==> src/rtl/nor_test_pkg.sv <==
// Shared types and constants for the 3-input NOR gate test sequencer.
package nor_test_pkg;

    localparam int VEC_COUNT = 8;
    localparam int ERR_W     = 4;

    typedef enum logic [1:0] {
        IDLE  = 2'd0,
        DRIVE = 2'd1,
        DONE  = 2'd2
    } state_t;

endpackage

==> src/rtl/nor_test_sequencer_hold_timer.sv <==
// Per-vector hold counter with synchronous clear and terminal-count flag.
module hold_timer #(
    parameter int HOLD_CYCLES = 10
) (
    input  logic clk,
    input  logic rst_n,
    input  logic clear,
    input  logic enable,
    output logic tc
);

    localparam logic [7:0] TC_VAL = 8'(HOLD_CYCLES - 1);

    logic [7:0] count;

    always_ff @(posedge clk or negedge rst_n) begin
        if (!rst_n) begin
            count <= '0;
        end else if (clear) begin
            count <= '0;
        end else if (enable) begin
            count <= count + 8'd1;
        end
    end

    assign tc = (count == TC_VAL);

endmodule

==> src/rtl/nor_test_sequencer.sv <==
// Walks all eight input vectors through a 3-input NOR gate and counts
// vectors whose output disagrees with the ideal NOR response.
module nor_test_sequencer
    import nor_test_pkg::*;
#(
    parameter int HOLD_CYCLES = 10
) (
    input  logic             clk,
    input  logic             rst_n,
    input  logic             start,
    input  logic             abort,
    input  logic             dout_in,
    output logic             din_a,
    output logic             din_b,
    output logic             din_c,
    output logic             busy,
    output logic             done,
    output logic [ERR_W-1:0] err_cnt,
    output logic             pass
);

    state_t     state;
    state_t     state_next;
    logic [2:0] vec_idx;
    logic [2:0] din;
    logic       tc;
    logic       last_vec;
    logic       launch;
    logic       step;
    logic       finish;
    logic       quit;
    logic       mismatch;

    assign last_vec = (vec_idx == 3'(VEC_COUNT - 1));
    assign mismatch = (dout_in != ~(|din));

    always_ff @(posedge clk or negedge rst_n) begin
        if (!rst_n) begin
            state <= IDLE;
        end else begin
            state <= state_next;
        end
    end

    always_comb begin
        state_next = state;
        launch     = 1'b0;
        step       = 1'b0;
        finish     = 1'b0;
        quit       = 1'b0;
        unique case (state)
            IDLE, DONE: begin
                if (start && !abort) begin
                    launch     = 1'b1;
                    state_next = DRIVE;
                end
            end
            DRIVE: begin
                if (abort) begin
                    quit       = 1'b1;
                    state_next = IDLE;
                end else if (tc) begin
                    if (last_vec) begin
                        finish     = 1'b1;
                        state_next = DONE;
                    end else begin
                        step = 1'b1;
                    end
                end
            end
            default: state_next = IDLE;
        endcase
    end

    hold_timer #(
        .HOLD_CYCLES(HOLD_CYCLES)
    ) u_hold (
        .clk   (clk),
        .rst_n (rst_n),
        .clear (launch | step | finish | quit),
        .enable(state == DRIVE),
        .tc    (tc)
    );

    // Gate output is judged only on the last hold cycle of each vector.
    always_ff @(posedge clk or negedge rst_n) begin
        if (!rst_n) begin
            vec_idx <= '0;
            din     <= '0;
            err_cnt <= '0;
            busy    <= 1'b0;
            done    <= 1'b0;
        end else if (launch) begin
            vec_idx <= '0;
            din     <= '0;
            err_cnt <= '0;
            busy    <= 1'b1;
            done    <= 1'b0;
        end else if (quit) begin
            din  <= '0;
            busy <= 1'b0;
        end else if (step || finish) begin
            if (mismatch) begin
                err_cnt <= err_cnt + ERR_W'(1);
            end
            if (step) begin
                vec_idx <= vec_idx + 3'd1;
                din     <= vec_idx + 3'd1;
            end else begin
                din  <= '0;
                busy <= 1'b0;
                done <= 1'b1;
            end
        end
    end

    assign din_a = din[2];
    assign din_b = din[1];
    assign din_c = din[0];
    assign pass  = done && (err_cnt == '0);

endmodule

==> config.mk <==
export PLATFORM = sky130hd
export DESIGN_NAME = nor_test_sequencer
export DESIGN_NICKNAME = d
export VERILOG_FILES = /design/src/rtl/nor_test_pkg.sv /design/src/rtl/nor_test_sequencer_hold_timer.sv /design/src/rtl/nor_test_sequencer.sv
export SDC_FILE = /design/constraint.sdc
export NUM_CORES = 1
export LEC_CHECK = 0
export CORE_UTILIZATION = 53
export DETAILED_ROUTE_END_ITERATION = 10
export GPL_TIMING_DRIVEN = 0
export MAX_ROUTING_LAYER = met4
export PLACE_DENSITY = 0.82
export SLEW_MARGIN = 5
export SYNTH_ARGS = -nofsm -noshare
export SYNTH_HDL_FRONTEND = slang
export SYNTH_SLANG_ARGS = --single-unit
==> constraint.sdc <==
create_clock -name clk -period 1.9 [get_ports clk]
set_input_delay 0.285 -clock clk [delete_from_list [all_inputs] [get_ports clk]]
set_output_delay 0.285 -clock clk [all_outputs]
set_load 0.005 [all_outputs]
==> results.json, run 1 <==
{
  "p_leak_uw": 0.000671,
  "drtPass1Iterations": 4,
  "slew_headroom_pct": 38.7,
  "syn_inst": 106,
  "synth_area_per_cell_um2": 10.9,
  "grt_max_degree": 23,
  "dieWidth_um": 48.7,
  "drc_errors": 0,
  "syn_nets": 117,
  "ys_seq_area_share_pct": 47.7,
  "use_met2_pct": 37.3,
  "yosys-top-cells-area": "dfrtp_1, ha_1, xor2_1",
  "nets": 140,
  "yosysTopAreaCellShare_pct": 47.7,
  "max_cap_viol_count": 0,
  "wl_um": 2170,
  "fp.dieH_um": 48.7,
  "clk_latency_ns": 0.32,
  "cts_tree": "built",
  "startpoint_type": "flip-flop",
  "rows": 16,
  "status": "finished clean",
  "core_mm2": 0.00200,
  "rsz0062_at_grt": "false",
  "p_total_uw": 966,
  "busiest_layer": "met2",
  "fin_crit_sh_pct": 92.6,
  "crit_path_end_kind": "flip-flop",
  "diodes": 0,
  "wl_per_cell_um": 14.0,
  "cp_max_fo": 6,
  "port_buffers": 14,
  "syn2layout_area_growth_pct": 22.6,
  "grt_overflow_total": 0,
  "cts.path.max_buffers": 2,
  "start_util_pct": 57.6,
  "cts.sinks": 22,
  "critical_path_class": "flip-flop to flip-flop",
  "hold_violations": 0,
  "met1_usage_pct": 26.2,
  "timing.fmax_ghz": 0.568,
  "die_area_mm2": 0.00237,
  "cts.hold.buffers_added": 0,
  "finalSetupViolCount": 0,
  "syn_area_mm2": 0.00115,
  "gp_congestion": 0.781,
  "io_pins": 15,
  "yosysTopAreaCell": "dfrtp_1",
  "worst_slack_ns": 0.140,
  "r2r_cells": 7,
  "maxSlewViolCount": 0,
  "via_per_inst": 5.55,
  "grt_pass1_wl_um": 3860,
  "vias": 861,
  "clkTransAtPathRegs_ns": 0.12,
  "peakVddDrop_v": 0.000576,
  "fin_skew_ns": 0.00504,
  "htree_num_levels": 1,
  "numCtsBuffers": 3,
  "hp-class": "primary input to async pin",
  "worst_pin_slew_ns": 0.917,
  "placed_area_mm2": 0.00133,
  "grt_pass1_vias": 892,
  "ys_ff_latch": 22,
  "drt-initial-drc-count": 13,
  "grt_util_met3_pct": 3.77,
  "synth.distinct_cells": 36,
  "power_density_mw_per_mm2": 683,
  "drtAntennaViolNets": 0,
  "pre_cts_slack_ns": -0.0996,
  "yosys_warnings": 0,
  "finalCriticalPeriod_ns": 1.76,
  "arrival_ns": 1.98,
  "fin_util_pct": 70.6,
  "dp_hpwl_um": 1600,
  "grt_antenna_before_repair": 0,
  "grt.total_usage_pct": 21.7,
  "cts_root_buf": "clkbuf_4",
  "drive_above_1_share_pct": 13.3,
  "whs_ns": 0.465,
  "crit_required_ns": 2.12,
  "fin_area_mm2": 0.00141
}
[report_power, final]
| part | internal (µW) | total, µW | switching [µW] |
|---|---|---|---|
| clock network | 214 | 359 | 145 |
| registers | 483 | 504 | 20.7 |
| logic | 46.8 | 104 | 56.7 |
[Yosys cell counts, drive strengths merged]
cell and n:
dfrtp 22, nor2 13, a21oi 6, ha 6, xor2 6, inv 5
a22o 4, nand2 4, nand4 4, a21o 3, nor3 3, nor3b 3
o21ai 3, and4b 2, nand2b 2, nor2b 2, or3 2, a21boi 1
a31oi 1, a32o 1, and2 1, and3 1, buf 1, clkbuf 1
mux2i 1, nand3 1, nor4 1, nor4b 1, nor4bb 1, o2111ai 1
o31a 1, or3b 1, xnor2 1
[cell usage in the layout (no fill, tap or decap), drive strengths merged]
cell           synthesis  final
nor4                   1      1
nor4b                  1      1
nor4bb                 1      1
o31a                   1      1
dlygate4sd2            0      1
o2111ai                1      1
nand2                  4      4
a21o                   3      3
mux2i                  1      1
xnor2                  1      1
nor3                   3      3
clkdlybuf4s50          0     13
ha                     6      6
and4b                  2      2
nand3                  1      1
a21boi                 1      1
nor2b                  2      2
and3                   1      1
nor2                  13     13
a32o                   1      1
nand4                  4      4
nor3b                  3      3
xor2                   6      6
bufinv                 0      1
nand2b                 2      2
and2                   1      1
a31oi                  1      1
a21oi                  6      6
dfrtp                 22     22
inv                    5      5
or3                    2      2
clkbuf                 1      4
a22o                   4      4
or3b                   1      1
buf                    1      5
o21ai                  3      3
[critical path: stages (launching register included)]
cell	delay, ns
dfrtp_1	0.46
inv_1	0.08
ha_1	0.14
nor4b_4	0.30
and4b_1	0.23
buf_2	0.15
nor2_1	0.09
a22o_1	0.21
[worst paths after layout]
path,slack [ns],endpoint,startpoint
max in group asynchronous,0.82,u_hold.count[0],rst_n
worst min-delay path,0.47,state[1],rst_n
worst max-delay path,0.14,vec_idx[1],u_hold.count[1]
worst min register to register,0.53,vec_idx[1],vec_idx[1]
worst max register to register,0.14,vec_idx[1],u_hold.count[1]
min in group clk,0.53,vec_idx[1],vec_idx[1]
[cells by family (layout without fill, tap and decap cells)]
logic type               after synthesis  in the layout  synth area share [%]
buffers and inverters                  7             29                  2.39
AO/OA/AOI/OAI                         21             21                  14.0
multiplexers                           1              1                 0.868
flip-flops                            22             22                  47.7
adder cells (fa/ha/maj)                6              6                  6.51
AND/OR/NAND/NOR                       42             42                  23.2
XOR/XNOR                               7              7                  5.31
[per-stage QoR]
stage | TNS, ns | std cells
6_report | 0 | 155
4_1_cts | 0 | 153
2_1_floorplan | 0 | 106
3_5_place_dp | -0.457 | 147
5_1_grt | 0 | 155
3_3_place_gp | -0.208 | 147
[area by class of cell]
type | instances | area [µm²]
Clock inverter | 1 | 30.0
Multi-Input combinational cell | 77 | 579
Inverter | 5 | 18.8
Buffer | 2 | 8.76
Fill cell | 149 | 588
Clock buffer | 3 | 22.5
Tap cell | 27 | 33.8
Sequential cell | 22 | 552
Timing Repair Buffer | 18 | 169
[state kept, by name, summed over array words and instances, names as in the netlist]
signal,count
state,2
vec_idx,3
din,3
err_cnt,4
u_hold.count,8
done,1
busy,1
[repair_timing]
action                                  CTS  global route
buffers inserted                          2             2
gates resized for setup                   1             2
cloned                                    0             0
pin swaps                                 0             1
endpoints found under the setup margin    1             9
[per-layer routing]
| metal | wire (µm) | vias up | part of all wire (%) |
|---|---|---|---|
| met4 | 34 | 0 | 1.6 |
| met2 | 1120 | 16 | 51 |
| li1 | - | 426 | - |
| met5 | 0 | - | 0 |
| met3 | 65 | 4 | 3.0 |
| met1 | 956 | 415 | 44 |
(Power assumes the default switching activity.)
==> inputs of run 2 (changes only) <==
--- a/config.mk
+++ b/config.mk
@@ -6,6 +6,7 @@
 export NUM_CORES = 1
 export LEC_CHECK = 0
 export CORE_UTILIZATION = 53
+export CTS_CLUSTER_SIZE = 24
 export DETAILED_ROUTE_END_ITERATION = 10
 export GPL_TIMING_DRIVEN = 0
 export MAX_ROUTING_LAYER = met4
==> results of run 2 <==
The final DEF is identical to that of run 1; final timing and power are the same.
==> inputs of run 3 (changes only) <==
--- a/config.mk
+++ b/config.mk
@@ -14,4 +14,5 @@
 export SLEW_MARGIN = 5
 export SYNTH_ARGS = -nofsm -noshare
 export SYNTH_HDL_FRONTEND = slang
+export SYNTH_HIERARCHICAL = 1
 export SYNTH_SLANG_ARGS = --single-unit
==> constraint.sdc (replaced) <==
create_clock -name clk -period 1.9 [get_ports clk]
set_input_delay 0.57 -clock clk [delete_from_list [all_inputs] [get_ports clk]]
set_output_delay 0.57 -clock clk [all_outputs]
set_load 0.005 [all_outputs]
==> run 3 against run 2 <==
  * The flow now finishes with violations (setup timing)
  * Sequential power increased by 6.3%
  * Worst hold slack improved by 0.034 ns
  * Worst setup slack got worse by 0.63 ns
  * Cell count increased by 9.0%
  * Clock skew about the same
  * Fmax decreased by 26%
  * First-iteration DRC count increased by 7.7%
  * Routed wire length increased by 19%
  * Cell area increased by 16%
  * Sequential cell count unchanged
  * Synthesized area increased by 3.1%
  * Highest routed layer unchanged
==> results.json, run 3 <==
{
  "syn_inst": 113,
  "r2r_slack_ns": -0.49,
  "status": "complete, but fails checks",
  "synth.distinct_cells": 43,
  "grt_overflow_total": 0,
  "cp.depth": 10,
  "endpoint": "u_hold/count[5]",
  "cts_tree": "built",
  "critical_path_class": "flip-flop to flip-flop",
  "grt.total_usage_pct": 24.3,
  "timing.fmax_ghz": 0.418,
  "clk_latency_ns": 0.31,
  "drtAntennaViolNets": 0,
  "startpoint": "u_hold/count[1]",
  "finalSetupViolCount": 22,
  "vias": 961,
  "final_common_cell": "dfrtp_1",
  "slew_headroom_pct": 35.0,
  "largest-register": "u_hold/count",
  "grt_pass1_wl_um": 4310,
  "port_buffers": 14,
  "grt_pass1_vias": 953,
  "yosys_warnings": 6,
  "fin_crit_sh_pct": 126,
  "gp_congestion": 0.892,
  "placed_area_mm2": 0.00143,
  "largest_reg_flops": 8,
  "cts.sinks": 22,
  "crit_required_ns": 2.14,
  "syn_area_mm2": 0.00119,
  "drive_above_1_share_pct": 36.6,
  "start_util_pct": 58.3,
  "async_reset_ff_share_pct": 100,
  "arrival_ns": 2.64,
  "r2r_start": "u_hold/count[1]",
  "fill_cells": 136,
  "reg.largest.list": "u_hold/count (8), err_cnt (4)",
  "worst_pin_slew_ns": 0.971,
  "fin_area_mm2": 0.00164,
  "power_density_mw_per_mm2": 696,
  "yosysTopAreaCellShare_pct": 46.3,
  "numCtsBuffers": 3,
  "die_area_mm2": 0.00244,
  "drtPass1Iterations": 4,
  "ys.flop_type": "dfrtp_1",
  "dieWidth_um": 49.4,
  "grt_antenna_before_repair": 0,
  "slowest_delay_ns": 0.47,
  "min-delay-start": "busy",
  "finalCriticalPeriod_ns": 2.39,
  "cts_root_buf": "clkbuf_4",
  "hold_violations": 0,
  "maxSlewViolCount": 0,
  "crit_path_end_kind": "flip-flop",
  "nets": 154,
  "cts.path.max_buffers": 2,
  "wl_um": 2590,
  "fin_skew_ns": 0.00489,
  "most-common-layout-cells": "dfrtp_1, clkdlybuf4s50_1, nand2_1, buf_4, nor2_1",
  "startpoint_type": "flip-flop",
  "via_per_inst": 5.69,
  "ys_ff_latch": 22,
  "rows": 16,
  "cts.hold.buffers_added": 0,
  "syn_nets": 124,
  "syn2layout_area_growth_pct": 38.0,
  "crit_family": "simple AND/OR/NAND/NOR gates",
  "synth_edf_count": 0,
  "crit_slowest_cell": "or4b_4",
  "yosys-top-cells-area": "dfrtp_1, ha_1, nand2_1",
  "violations": "setup timing",
  "hp-class": "flip-flop to flip-flop",
  "worst-path-buf-inv": 2,
  "worst_slack_ns": -0.492,
  "drc_errors": 0,
  "max_cap_viol_count": 0,
  "synth_top_cells_by_count": "dfrtp_1, nand2_1, inv_1, nor2_1, ha_1",
  "fp.dieH_um": 49.4,
  "grt_max_degree": 23,
  "yosysMostFrequentCell": "dfrtp_1",
  "diodes": 0,
  "dp_hpwl_um": 1620,
  "yosysTopAreaCell": "dfrtp_1",
  "r2r_cells": 10,
  "htree_num_levels": 1,
  "wl_per_cell_um": 15.3,
  "rsz0062_at_grt": "true",
  "p_leak_uw": 0.000717,
  "synth_area_per_cell_um2": 10.5,
  "clkTransAtPathRegs_ns": 0.13,
  "critical_path.cell_chain": "inv_1 -> ha_1 -> or4b_4 -> nor4b_4 -> or2_4 -> a21oi_4 -> inv_4 -> o21ai_4 -> or4_4 -> a21oi_2",
  "drt-initial-drc-count": 14,
  "p_total_uw": 1140,
  "rr_endpoint": "u_hold/count[5]",
  "peakVddDrop_v": 0.000599,
  "cp_max_fo": 4,
  "io_pins": 15,
  "ys_seq_area_share_pct": 46.3,
  "core_mm2": 0.00204
}
-- run 3: tightest hold or removal path: stages (launching register included) --
cell	delay, ns
dfrtp_1	0.36
o21ai_1	0.07
nand2_1	0.05
-- run 3: how the worst min path moves through the flow --
| stage | end | slack (ns) | depth (start not counted) |
|---|---|---|---|
| 6_report | busy | 0.50 | 2 |
| 2_1_floorplan | busy | 0.27 | 0 |
| 5_1_grt | vec_idx[1] | 0.54 | 1 |
| 3_5_place_dp | vec_idx[2] | 0.49 | 1 |
| 4_1_cts | busy | 0.51 | 2 |
| 3_3_place_gp | din[0] | 0.49 | 1 |
-- run 3: final cells by class --
cell class | count | area [µm²] | share of cell area [%]
buffer | 2 | 10.0 | 0.610
inverter | 7 | 28.8 | 1.75
timing repair buffer | 26 | 238 | 14.5
clock buffer | 3 | 22.5 | 1.37
clock inverter | 1 | 30.0 | 1.83
multi-input combinational | 81 | 724 | 44.1
sequential | 22 | 554 | 33.8
tap | 27 | 33.8 | 2.06
-- run 3: repair_timing --
item,CTS,global route
gates resized for setup,19,13
setup endpoints to repair,22,27
pin swaps,9,12
cloned,0,0
setup buffers,11,2
-- run 3: kinds of logic after synthesis --
group	Yosys count	synth area share [%]
xor gates and xnor gates	4	2.94
DFF	22	46.3
AOI/OAI and AO/OA	26	15.6
buffers and inverters	10	3.68
and+or+nand+nor	43	23.5
muxes	2	1.79
adders and majority gates	6	6.31
-- run 3: routing by layer --
metal	vias to the layer above	track usage (%)	part of all wire, %
li1	464	-	-
met1	466	32.4	47
met2	27	37.0	47
met3	4	6.54	5.1
met4	0	5.71	1.2
met5	-	-	0
-- run 3: report_power, final --
part	internal, µW	switching (µW)
sequential	501	34.7
combinational	122	125
clock	213	147
-- run 3: metrics by stage --
stage | setup WS [ns] | util [%] | instances | TNS, ns | hold WS [ns]
3_3_place_gp | -0.785 | 70.0 | 154 | -7.14 | 0.486
5_1_grt | -0.626 | 80.4 | 169 | -7.43 | 0.543
3_5_place_dp | -0.856 | 70.0 | 154 | -7.82 | 0.489
6_report | -0.492 | 80.4 | 169 | -4.46 | 0.499
2_1_floorplan | -0.651 | - | 113 | -4.63 | 0.274
4_1_cts | -0.508 | 79.3 | 169 | -4.11 | 0.510
